<file path="src/rtl/idma_pkg.sv">
// Shared definitions for the iDMA burst schedulers: 4 KB boundary,
// scheduler state encoding and beat-size helper.
package idma_pkg;

  localparam int unsigned BOUNDARY_BITS  = 12;
  localparam int unsigned BOUNDARY_BYTES = 4096;

  typedef enum logic [1:0] {
    ST_IDLE  = 2'd0,
    ST_CALC  = 2'd1,
    ST_ISSUE = 2'd2,
    ST_FIN   = 2'd3
  } state_e;

  // AXI size code (log2 of bytes per beat) for a given data width.
  function automatic int unsigned size_of(input int unsigned data_width);
    return $clog2(data_width / 8);
  endfunction

endpackage

</file>
<file path="src/rtl/idma_rd_burst_sched_if.sv">
// Command, master read user port, read-beat stream and status signals of
// the read burst scheduler.
interface idma_rd_burst_sched_if #(
  parameter int unsigned ADDR_WIDTH  = 64,
  parameter int unsigned DATA_WIDTH  = 64,
  parameter int unsigned ID_WIDTH    = 4,
  parameter int unsigned BYTES_WIDTH = 24
) ();

  logic                   cmd_valid_i;
  logic                   cmd_ready_o;
  logic [ADDR_WIDTH-1:0]  cmd_addr_i;
  logic [BYTES_WIDTH-1:0] cmd_bytes_i;
  logic [ID_WIDTH-1:0]    cmd_id_i;

  logic                   m_r_cen_o;
  logic [ADDR_WIDTH-1:0]  m_r_addr_o;
  logic [2:0]             m_r_size_o;
  logic [7:0]             m_r_len_o;
  logic [ID_WIDTH-1:0]    m_r_id_o;
  logic                   m_r_ready_i;
  logic [DATA_WIDTH-1:0]  m_r_rdata_i;
  logic                   m_r_rvalid_i;

  logic                   dout_valid_o;
  logic [DATA_WIDTH-1:0]  dout_data_o;
  logic                   dout_last_o;
  logic                   done_o;
  logic                   busy_o;
  logic                   err_o;

  // Scheduler side.
  modport master (
    input  cmd_valid_i, cmd_addr_i, cmd_bytes_i, cmd_id_i,
    input  m_r_ready_i, m_r_rdata_i, m_r_rvalid_i,
    output cmd_ready_o,
    output m_r_cen_o, m_r_addr_o, m_r_size_o, m_r_len_o, m_r_id_o,
    output dout_valid_o, dout_data_o, dout_last_o, done_o, busy_o, err_o
  );

  // Command source / AXI master / beat consumer side.
  modport slave (
    output cmd_valid_i, cmd_addr_i, cmd_bytes_i, cmd_id_i,
    output m_r_ready_i, m_r_rdata_i, m_r_rvalid_i,
    input  cmd_ready_o,
    input  m_r_cen_o, m_r_addr_o, m_r_size_o, m_r_len_o, m_r_id_o,
    input  dout_valid_o, dout_data_o, dout_last_o, done_o, busy_o, err_o
  );

endinterface

</file>
<file path="src/rtl/idma_burst_calc.sv">
// Next burst length in beats: min(beats remaining, MAX_BURST_LEN, beats to
// the next 4 KB boundary), saturated to the AXI limit of 256.
module idma_burst_calc
  import idma_pkg::*;
#(
  parameter int unsigned REM_WIDTH     = 21,
  parameter int unsigned MAX_BURST_LEN = 16,
  parameter int unsigned SIZE          = 3
) (
  input  logic [REM_WIDTH-1:0]     i_beats_rem,
  input  logic [BOUNDARY_BITS-1:0] i_addr_lo,
  output logic [8:0]               o_burst_c
);

  localparam int unsigned BW4K  = BOUNDARY_BITS + 1;
  localparam logic [8:0]  MAX_B = 9'(MAX_BURST_LEN);

  logic [BW4K-1:0] w_beats_4k;
  logic [8:0]      w_rem_sat;
  logic [8:0]      w_4k_sat;
  logic [8:0]      w_min_a;

  always_comb begin
    w_beats_4k = (BW4K'(BOUNDARY_BYTES) - BW4K'(i_addr_lo)) >> SIZE;
    w_rem_sat  = (32'(i_beats_rem) > 32'd256) ? 9'd256 : 9'(i_beats_rem);
    w_4k_sat   = (w_beats_4k > BW4K'(256)) ? 9'd256 : 9'(w_beats_4k);
    w_min_a    = (w_rem_sat < MAX_B) ? w_rem_sat : MAX_B;
    o_burst_c  = (w_4k_sat < w_min_a) ? w_4k_sat : w_min_a;
  end

endmodule

</file>
<file path="src/rtl/idma_rd_burst_sched.sv">
// Read-side burst scheduler: splits one DMA read command into INCR bursts
// on the master user port and forwards returned beats with a command-last flag.
module idma_rd_burst_sched
  import idma_pkg::*;
#(
  parameter int unsigned ADDR_WIDTH    = 64,
  parameter int unsigned DATA_WIDTH    = 64,
  parameter int unsigned ID_WIDTH      = 4,
  parameter int unsigned BYTES_WIDTH   = 24,
  parameter int unsigned MAX_BURST_LEN = 16
) (
  input logic                 clk,
  input logic                 rst_n,
  idma_rd_burst_sched_if.master bus
);

  localparam int unsigned SIZE       = size_of(DATA_WIDTH);
  localparam int unsigned BEAT_BYTES = DATA_WIDTH / 8;
  localparam int unsigned REM_WIDTH  = BYTES_WIDTH - SIZE;

  state_e                 r_state;
  state_e                 w_state_nxt;
  logic [ADDR_WIDTH-1:0]  r_addr;
  logic [ADDR_WIDTH-1:0]  r_m_addr;
  logic [7:0]             r_len;
  logic [ID_WIDTH-1:0]    r_id;
  logic [REM_WIDTH-1:0]   r_beats_rem;
  logic [8:0]             r_burst;
  logic [8:0]             r_beat_cnt;
  logic                   r_err;

  logic [8:0] w_burst_c;
  logic       w_misalign;
  logic       w_bad_cmd;
  logic       w_accept;
  logic       w_beat;
  logic       w_burst_end;
  logic       w_rem_last;
  logic       w_last;
  logic       w_cmd_ready;
  logic       w_cen;
  logic       w_busy;
  logic       w_done;

  idma_burst_calc #(
    .REM_WIDTH     (REM_WIDTH),
    .MAX_BURST_LEN (MAX_BURST_LEN),
    .SIZE          (SIZE)
  ) u_burst_calc (
    .i_beats_rem (r_beats_rem),
    .i_addr_lo   (r_addr[BOUNDARY_BITS-1:0]),
    .o_burst_c   (w_burst_c)
  );

  always_comb begin
    w_misalign = ((bus.cmd_addr_i & ADDR_WIDTH'(BEAT_BYTES - 1)) != '0) ||
                 ((bus.cmd_bytes_i & BYTES_WIDTH'(BEAT_BYTES - 1)) != '0);
    w_bad_cmd  = (bus.cmd_bytes_i == '0) || w_misalign;
    w_rem_last = (r_beats_rem == REM_WIDTH'(r_burst));
  end

  // State register.
  always_ff @(posedge clk or negedge rst_n) begin
    if (!rst_n) r_state <= ST_IDLE;
    else        r_state <= w_state_nxt;
  end

  // Next-state and control decode.
  always_comb begin
    w_state_nxt = r_state;
    w_cmd_ready = 1'b0;
    w_cen       = 1'b0;
    w_busy      = 1'b1;
    w_done      = 1'b0;
    w_accept    = 1'b0;
    w_beat      = 1'b0;
    w_burst_end = 1'b0;
    w_last      = 1'b0;
    case (r_state)
      ST_IDLE: begin
        w_busy      = 1'b0;
        w_cmd_ready = 1'b1;
        if (bus.cmd_valid_i) begin
          w_accept    = 1'b1;
          w_state_nxt = w_bad_cmd ? ST_FIN : ST_CALC;
        end
      end
      ST_CALC: w_state_nxt = ST_ISSUE;
      ST_ISSUE: begin
        w_cen  = 1'b1;
        w_beat = bus.m_r_rvalid_i;
        w_last = bus.m_r_rvalid_i && w_rem_last && (r_beat_cnt == r_burst - 9'd1);
        if (bus.m_r_ready_i) begin
          w_burst_end = 1'b1;
          w_state_nxt = w_rem_last ? ST_FIN : ST_CALC;
        end
      end
      ST_FIN: begin
        w_done      = 1'b1;
        w_state_nxt = ST_IDLE;
      end
      default: w_state_nxt = ST_IDLE;
    endcase
  end

  // Command/burst datapath; the address wraps at 2^ADDR_WIDTH.
  always_ff @(posedge clk or negedge rst_n) begin
    if (!rst_n) begin
      r_addr      <= '0;
      r_m_addr    <= '0;
      r_len       <= '0;
      r_id        <= '0;
      r_beats_rem <= '0;
      r_burst     <= '0;
      r_beat_cnt  <= '0;
      r_err       <= 1'b0;
    end else begin
      if (w_accept) begin
        r_addr      <= bus.cmd_addr_i;
        r_id        <= bus.cmd_id_i;
        r_beats_rem <= REM_WIDTH'(bus.cmd_bytes_i >> SIZE);
        r_err       <= w_misalign;
      end
      if (r_state == ST_CALC) begin
        r_burst    <= w_burst_c;
        r_len      <= 8'(w_burst_c - 9'd1);
        r_m_addr   <= r_addr;
        r_beat_cnt <= '0;
      end
      if (w_beat) r_beat_cnt <= r_beat_cnt + 9'd1;
      if (w_burst_end) begin
        if ((r_beat_cnt + 9'd1) != r_burst) r_err <= 1'b1;
        r_addr      <= r_addr + (ADDR_WIDTH'(r_burst) << SIZE);
        r_beats_rem <= r_beats_rem - REM_WIDTH'(r_burst);
      end
    end
  end

  assign bus.cmd_ready_o  = w_cmd_ready;
  assign bus.m_r_cen_o    = w_cen;
  assign bus.m_r_addr_o   = r_m_addr;
  assign bus.m_r_size_o   = 3'(SIZE);
  assign bus.m_r_len_o    = r_len;
  assign bus.m_r_id_o     = r_id;
  assign bus.dout_valid_o = w_beat;
  assign bus.dout_data_o  = w_beat ? bus.m_r_rdata_i : '0;
  assign bus.dout_last_o  = w_last;
  assign bus.done_o       = w_done;
  assign bus.busy_o       = w_busy;
  assign bus.err_o        = r_err;

endmodule

</file>
<file path="src/flat_wrapper.sv">
// flat-port wrapper written by rule: the top's interface ports become plain ports
module idma_rd_burst_sched_flat import idma_pkg::*;
#(
  parameter int unsigned ADDR_WIDTH    = 64,
  parameter int unsigned DATA_WIDTH    = 64,
  parameter int unsigned ID_WIDTH      = 4,
  parameter int unsigned BYTES_WIDTH   = 24,
  parameter int unsigned MAX_BURST_LEN = 16
)
  (clk, rst_n, bus_cmd_valid_i, bus_cmd_addr_i, bus_cmd_bytes_i, bus_cmd_id_i, bus_m_r_ready_i, bus_m_r_rdata_i, bus_m_r_rvalid_i, bus_cmd_ready_o, bus_m_r_cen_o, bus_m_r_addr_o, bus_m_r_size_o, bus_m_r_len_o, bus_m_r_id_o, bus_dout_valid_o, bus_dout_data_o, bus_dout_last_o, bus_done_o, bus_busy_o, bus_err_o);
  idma_rd_burst_sched_if #(.ADDR_WIDTH(ADDR_WIDTH), .DATA_WIDTH(DATA_WIDTH), .ID_WIDTH(ID_WIDTH), .BYTES_WIDTH(BYTES_WIDTH)) bus_i ();
  input logic clk;
  input logic rst_n;
  input wire logic [$bits(bus_i.cmd_valid_i)-1:0] bus_cmd_valid_i;
  input wire logic [$bits(bus_i.cmd_addr_i)-1:0] bus_cmd_addr_i;
  input wire logic [$bits(bus_i.cmd_bytes_i)-1:0] bus_cmd_bytes_i;
  input wire logic [$bits(bus_i.cmd_id_i)-1:0] bus_cmd_id_i;
  input wire logic [$bits(bus_i.m_r_ready_i)-1:0] bus_m_r_ready_i;
  input wire logic [$bits(bus_i.m_r_rdata_i)-1:0] bus_m_r_rdata_i;
  input wire logic [$bits(bus_i.m_r_rvalid_i)-1:0] bus_m_r_rvalid_i;
  output wire logic [$bits(bus_i.cmd_ready_o)-1:0] bus_cmd_ready_o;
  output wire logic [$bits(bus_i.m_r_cen_o)-1:0] bus_m_r_cen_o;
  output wire logic [$bits(bus_i.m_r_addr_o)-1:0] bus_m_r_addr_o;
  output wire logic [$bits(bus_i.m_r_size_o)-1:0] bus_m_r_size_o;
  output wire logic [$bits(bus_i.m_r_len_o)-1:0] bus_m_r_len_o;
  output wire logic [$bits(bus_i.m_r_id_o)-1:0] bus_m_r_id_o;
  output wire logic [$bits(bus_i.dout_valid_o)-1:0] bus_dout_valid_o;
  output wire logic [$bits(bus_i.dout_data_o)-1:0] bus_dout_data_o;
  output wire logic [$bits(bus_i.dout_last_o)-1:0] bus_dout_last_o;
  output wire logic [$bits(bus_i.done_o)-1:0] bus_done_o;
  output wire logic [$bits(bus_i.busy_o)-1:0] bus_busy_o;
  output wire logic [$bits(bus_i.err_o)-1:0] bus_err_o;
  assign bus_i.cmd_valid_i = bus_cmd_valid_i;
  assign bus_i.cmd_addr_i = bus_cmd_addr_i;
  assign bus_i.cmd_bytes_i = bus_cmd_bytes_i;
  assign bus_i.cmd_id_i = bus_cmd_id_i;
  assign bus_i.m_r_ready_i = bus_m_r_ready_i;
  assign bus_i.m_r_rdata_i = bus_m_r_rdata_i;
  assign bus_i.m_r_rvalid_i = bus_m_r_rvalid_i;
  assign bus_cmd_ready_o = bus_i.cmd_ready_o;
  assign bus_m_r_cen_o = bus_i.m_r_cen_o;
  assign bus_m_r_addr_o = bus_i.m_r_addr_o;
  assign bus_m_r_size_o = bus_i.m_r_size_o;
  assign bus_m_r_len_o = bus_i.m_r_len_o;
  assign bus_m_r_id_o = bus_i.m_r_id_o;
  assign bus_dout_valid_o = bus_i.dout_valid_o;
  assign bus_dout_data_o = bus_i.dout_data_o;
  assign bus_dout_last_o = bus_i.dout_last_o;
  assign bus_done_o = bus_i.done_o;
  assign bus_busy_o = bus_i.busy_o;
  assign bus_err_o = bus_i.err_o;
  idma_rd_burst_sched #(.ADDR_WIDTH(ADDR_WIDTH), .DATA_WIDTH(DATA_WIDTH), .ID_WIDTH(ID_WIDTH), .BYTES_WIDTH(BYTES_WIDTH), .MAX_BURST_LEN(MAX_BURST_LEN)) u_core (.clk(clk), .rst_n(rst_n), .bus(bus_i));
endmodule
</file>
<file path="config.mk">
export PLATFORM = sky130hd
export DESIGN_NAME = idma_rd_burst_sched_flat
export DESIGN_NICKNAME = d
export VERILOG_FILES = /design/src/rtl/idma_pkg.sv /design/src/rtl/idma_rd_burst_sched_if.sv /design/src/rtl/idma_burst_calc.sv /design/src/rtl/idma_rd_burst_sched.sv /design/src/flat_wrapper.sv
export SDC_FILE = /design/constraint.sdc
export NUM_CORES = 1
export LEC_CHECK = 0
export CORE_UTILIZATION = 35
export DETAILED_ROUTE_END_ITERATION = 16
export SETUP_SLACK_MARGIN = 0.05
export SYNTH_ARGS = -nofsm -noshare
export SYNTH_HDL_FRONTEND = slang
export SYNTH_SLANG_ARGS = --single-unit
</file>
<file path="constraint.sdc">
create_clock -name clk -period 5 [get_ports clk]
set_input_delay 0.5 -clock clk [delete_from_list [all_inputs] [get_ports clk]]
set_output_delay 0.5 -clock clk [all_outputs]
set_load 0.05 [all_outputs]
</file>
==> results.json, run 1 <==
{
  "avgViaCountPerCell": 5.38,
  "path_class": "reg2reg",
  "grt_pass1_wl_microns": 58300,
  "portBuffers": 307,
  "fmax_mhz": 213,
  "ys_ff_latch": 182,
  "die_area_sq_um": 31300,
  "final_nets": 1761,
  "arrival_ns": 5.07,
  "drt-total-wl_microns": 37100,
  "hold_ws_ns": 0.0897,
  "ant_nets": 0,
  "instances_no_fill": 1973,
  "hold_viol_final": 0,
  "peakVddDrop_mv": 0.371,
  "seq_area_frac_synth_pct": 42.5,
  "rsz0062_at_grt": "false",
  "drc_errors": 0,
  "postLayoutCellArea_sq_um": 14800,
  "io_pins": 311,
  "drt_first_iter_violations": 706,
  "cp-start-kind": "flip-flop",
  "wl_per_cell_microns": 18.8,
  "synth.avg_cell_area_sq_um": 8.23,
  "max_stage_delay_ns": 0.67,
  "start_util_pct": 35.9,
  "setup-violations-final": 0,
  "status": "finished clean",
  "grt_pass1_vias": 10270,
  "synthTopCellsByCount": "319 x nand2_1, 182 x dfrtp_1, 82 x and3_1",
  "synth_edf_count": 0,
  "synth_cells": 1302,
  "syn_to_final_growth_pct": 37.8,
  "clk_latency_ns": 0.44,
  "grt_max_degree": 99,
  "cts_resized": 0,
  "yosys-top-cells-area": "dfrtp_1 43%, nand2_1 11%, and3_1 4.8%",
  "p_per_area_nw_per_um2": 682,
  "clkTransAtPathRegs_ns": 0.09,
  "cts_root_buf": "clkbuf_16",
  "critPathBufInv": 0,
  "finalCriticalPeriod_ns": 4.70,
  "slew_headroom_pct": 34.5,
  "htreeDepth": 4,
  "die_y_microns": 177,
  "fin_tns_setup_ns": 0,
  "num_vias": 10605,
  "dpl.cell_count": 1940,
  "hold_path_class": "in2async",
  "async_flop_share_pct": 100,
  "crit_family": "simple AND/OR/NAND/NOR gates",
  "die_width_microns": 177,
  "synth_cell_types": 70,
  "grt_usage_pct": 23.8,
  "cp_cell_sequence": "or4_1 > or4b_4 > or3_4 > xor2_1 > and2_1 > ha_1 > and4_1 > and4_1 > o31ai_1 > and2_1 > nand2_1 > o21a_1 > ha_1 > nand2_1 > or4_1 > nand3_1",
  "dp_hpwl_microns": 26700,
  "numCtsBuffers": 17,
  "cts_tree": "done",
  "postPlaceCellArea_sq_um": 14100,
  "synth_top_area_share_pct": 42.5,
  "ys_warn_count": 0,
  "finalCritPeriodShare_pct": 93.9,
  "synth_largest_area_cell": "dfrtp_1",
  "worst_pin_slew_ns": 0.958,
  "gp_congestion": 0.880,
  "required_ns": 5.37,
  "cts_buffer_depth": 2,
  "cts_setup_buffers": 0,
  "clkSinkCount": 182,
  "yosys_most_used_dff": "dfrtp_1",
  "synth.most_common_cell": "nand2_1",
  "critPathMaxFanout": 7,
  "rows": 63,
  "drive_above_1_share_pct": 4.36,
  "antenna_found_initial": 2,
  "maxSlewViolCount": 0,
  "r2r_slack_ns": 0.30,
  "crit_path_end_kind": "flip-flop",
  "p_total_mw": 10.1,
  "dr.pass1.iters": 5,
  "coreArea_sq_um": 29900,
  "maxCapViolCount": 0,
  "leakage_nw": 6.43,
  "synth_area_sq_um": 10700,
  "skew_ns": 0.0178,
  "cpMaxStageDelayCell": "or4_1",
  "gr-total-overflow": 0,
  "postCtsHoldBufs": 0
}
[layout by cell type, fill, tap and decap left out, types with 4 or more instances in the layout]
master / instances
a211oi_1: 5
a21o_1: 11
a21oi_1: 39
a221o_1: 9
a22oi_1: 18
a311oi_1: 7
a31oi_1: 12
and2_1: 9
and3_1: 82
and4_1: 4
buf_4: 14
clkbuf_16: 17
clkdlybuf4s50_1: 306
clkinv_8: 5
conb_1: 7
dfrtp_1: 182
ha_1: 29
inv_1: 35
mux2i_1: 6
nand2_1: 317
nand2b_1: 6
nand3_1: 52
nand4_1: 19
nor2_1: 68
nor2b_1: 5
nor3_1: 33
nor4_1: 13
o211ai_1: 18
o21a_1: 7
o21ai_0: 81
o221ai_1: 4
o22ai_1: 13
o311ai_0: 20
o31ai_1: 6
or3_1: 8
or4_1: 6
xnor2_1: 23
xor2_1: 16
[registers in the layout (all words and copies together) (netlist names)]
register               count
u_core.bus.m_r_len_o       8
u_core.r_burst             9
u_core.bus.m_r_addr_o     64
u_core.r_beat_cnt          9
u_core.r_beats_rem        21
u_core.r_state             2
u_core.bus.err_o           1
u_core.bus.m_r_id_o        4
u_core.r_addr             64
[per-layer routing]
metal / track usage [%] / up-vias / routed length (microns)
li1: - / 5160 / -
met1: 34.6 / 5138 / 17500
met2: 36.0 / 279 / 17000
met3: 4.88 / 28 / 2070
met4: 5.50 / 0 / 497
met5: 0 / - / 0
[worst reg2reg max path, stage by stage, from the launching register on]
cell and delay, ns:
dfrtp_1 0.44, or4_1 0.67, or4b_4 0.58, or3_4 0.36, xor2_1 0.14, and2_1 0.18
ha_1 0.31, and4_1 0.28, and4_1 0.23, o31ai_1 0.14, and2_1 0.28, nand2_1 0.10
o21a_1 0.14, ha_1 0.20, nand2_1 0.08, or4_1 0.41, nand3_1 0.09
[where the power goes]
part | switching, mW | total [mW] | internal (mW)
clock network | 0.686 | 1.41 | 0.724
registers | 0.732 | 2.86 | 2.13
logic | 3.69 | 5.80 | 2.11
total | 5.11 | 10.1 | 4.96
[cell families (layout without fill, tap and decap cells)]
logic type      Yosys count  after routing  share of synthesized area (%)
compound gates          281            281                           17.6
xor+xnor                 39             39                           3.19
fa+ha+maj                31             31                           3.76
buf+inv                 116            391                           4.22
flops                   182            182                           42.5
mux                       8              8                          0.771
other cells               2              8                         0.0701
simple gates            643            643                           27.9
[final timing paths]
| kind | startpoint | end | cells past startpoint |
|---|---|---|---|
| min reg2reg | u_core.bus.m_r_addr_o[20] | u_core.bus.m_r_addr_o[20] | 2 |
| min | rst_n | u_core.bus.m_r_addr_o[57] | 1 |
| min in group clk | u_core.bus.m_r_addr_o[20] | u_core.bus.m_r_addr_o[20] | 2 |
| max | u_core.r_addr[3] | u_core.bus.m_r_len_o[6] | 16 |
| max in group asynchronous | rst_n | u_core.r_addr[0] | 2 |
| max reg2reg | u_core.r_addr[3] | u_core.bus.m_r_len_o[6] | 16 |
[stage by stage]
stage | util [%] | setup slack (ns)
2_1_floorplan | - | 0.489
3_3_place_gp | 47.3 | 0.392
3_5_place_dp | 47.3 | 0.310
4_1_cts | 49.4 | 0.265
5_1_grt | 49.4 | 0.0993
6_report | 49.4 | 0.303
[cell type report]
type	count	area (sq um)
Tap cell	390	488
Multi-Input combinational cell	1009	5760
Sequential cell	182	4550
Fill cell	2919	15100
Inverter	37	139
Antenna cell	1	2.50
Clock inverter	14	189
Clock buffer	18	429
Timing Repair Buffer	322	3200
(Power assumes the default switching activity.)
==> inputs of run 2 (changes only) <==
--- a/config.mk
+++ b/config.mk
@@ -8,6 +8,7 @@
 export CORE_UTILIZATION = 35
 export DETAILED_ROUTE_END_ITERATION = 16
 export SETUP_SLACK_MARGIN = 0.05
+export SKIP_LAST_GASP = 1
 export SYNTH_ARGS = -nofsm -noshare
 export SYNTH_HDL_FRONTEND = slang
 export SYNTH_SLANG_ARGS = --single-unit
==> results of run 2 <==
The final DEF is identical to that of run 1; final timing and power are the same.
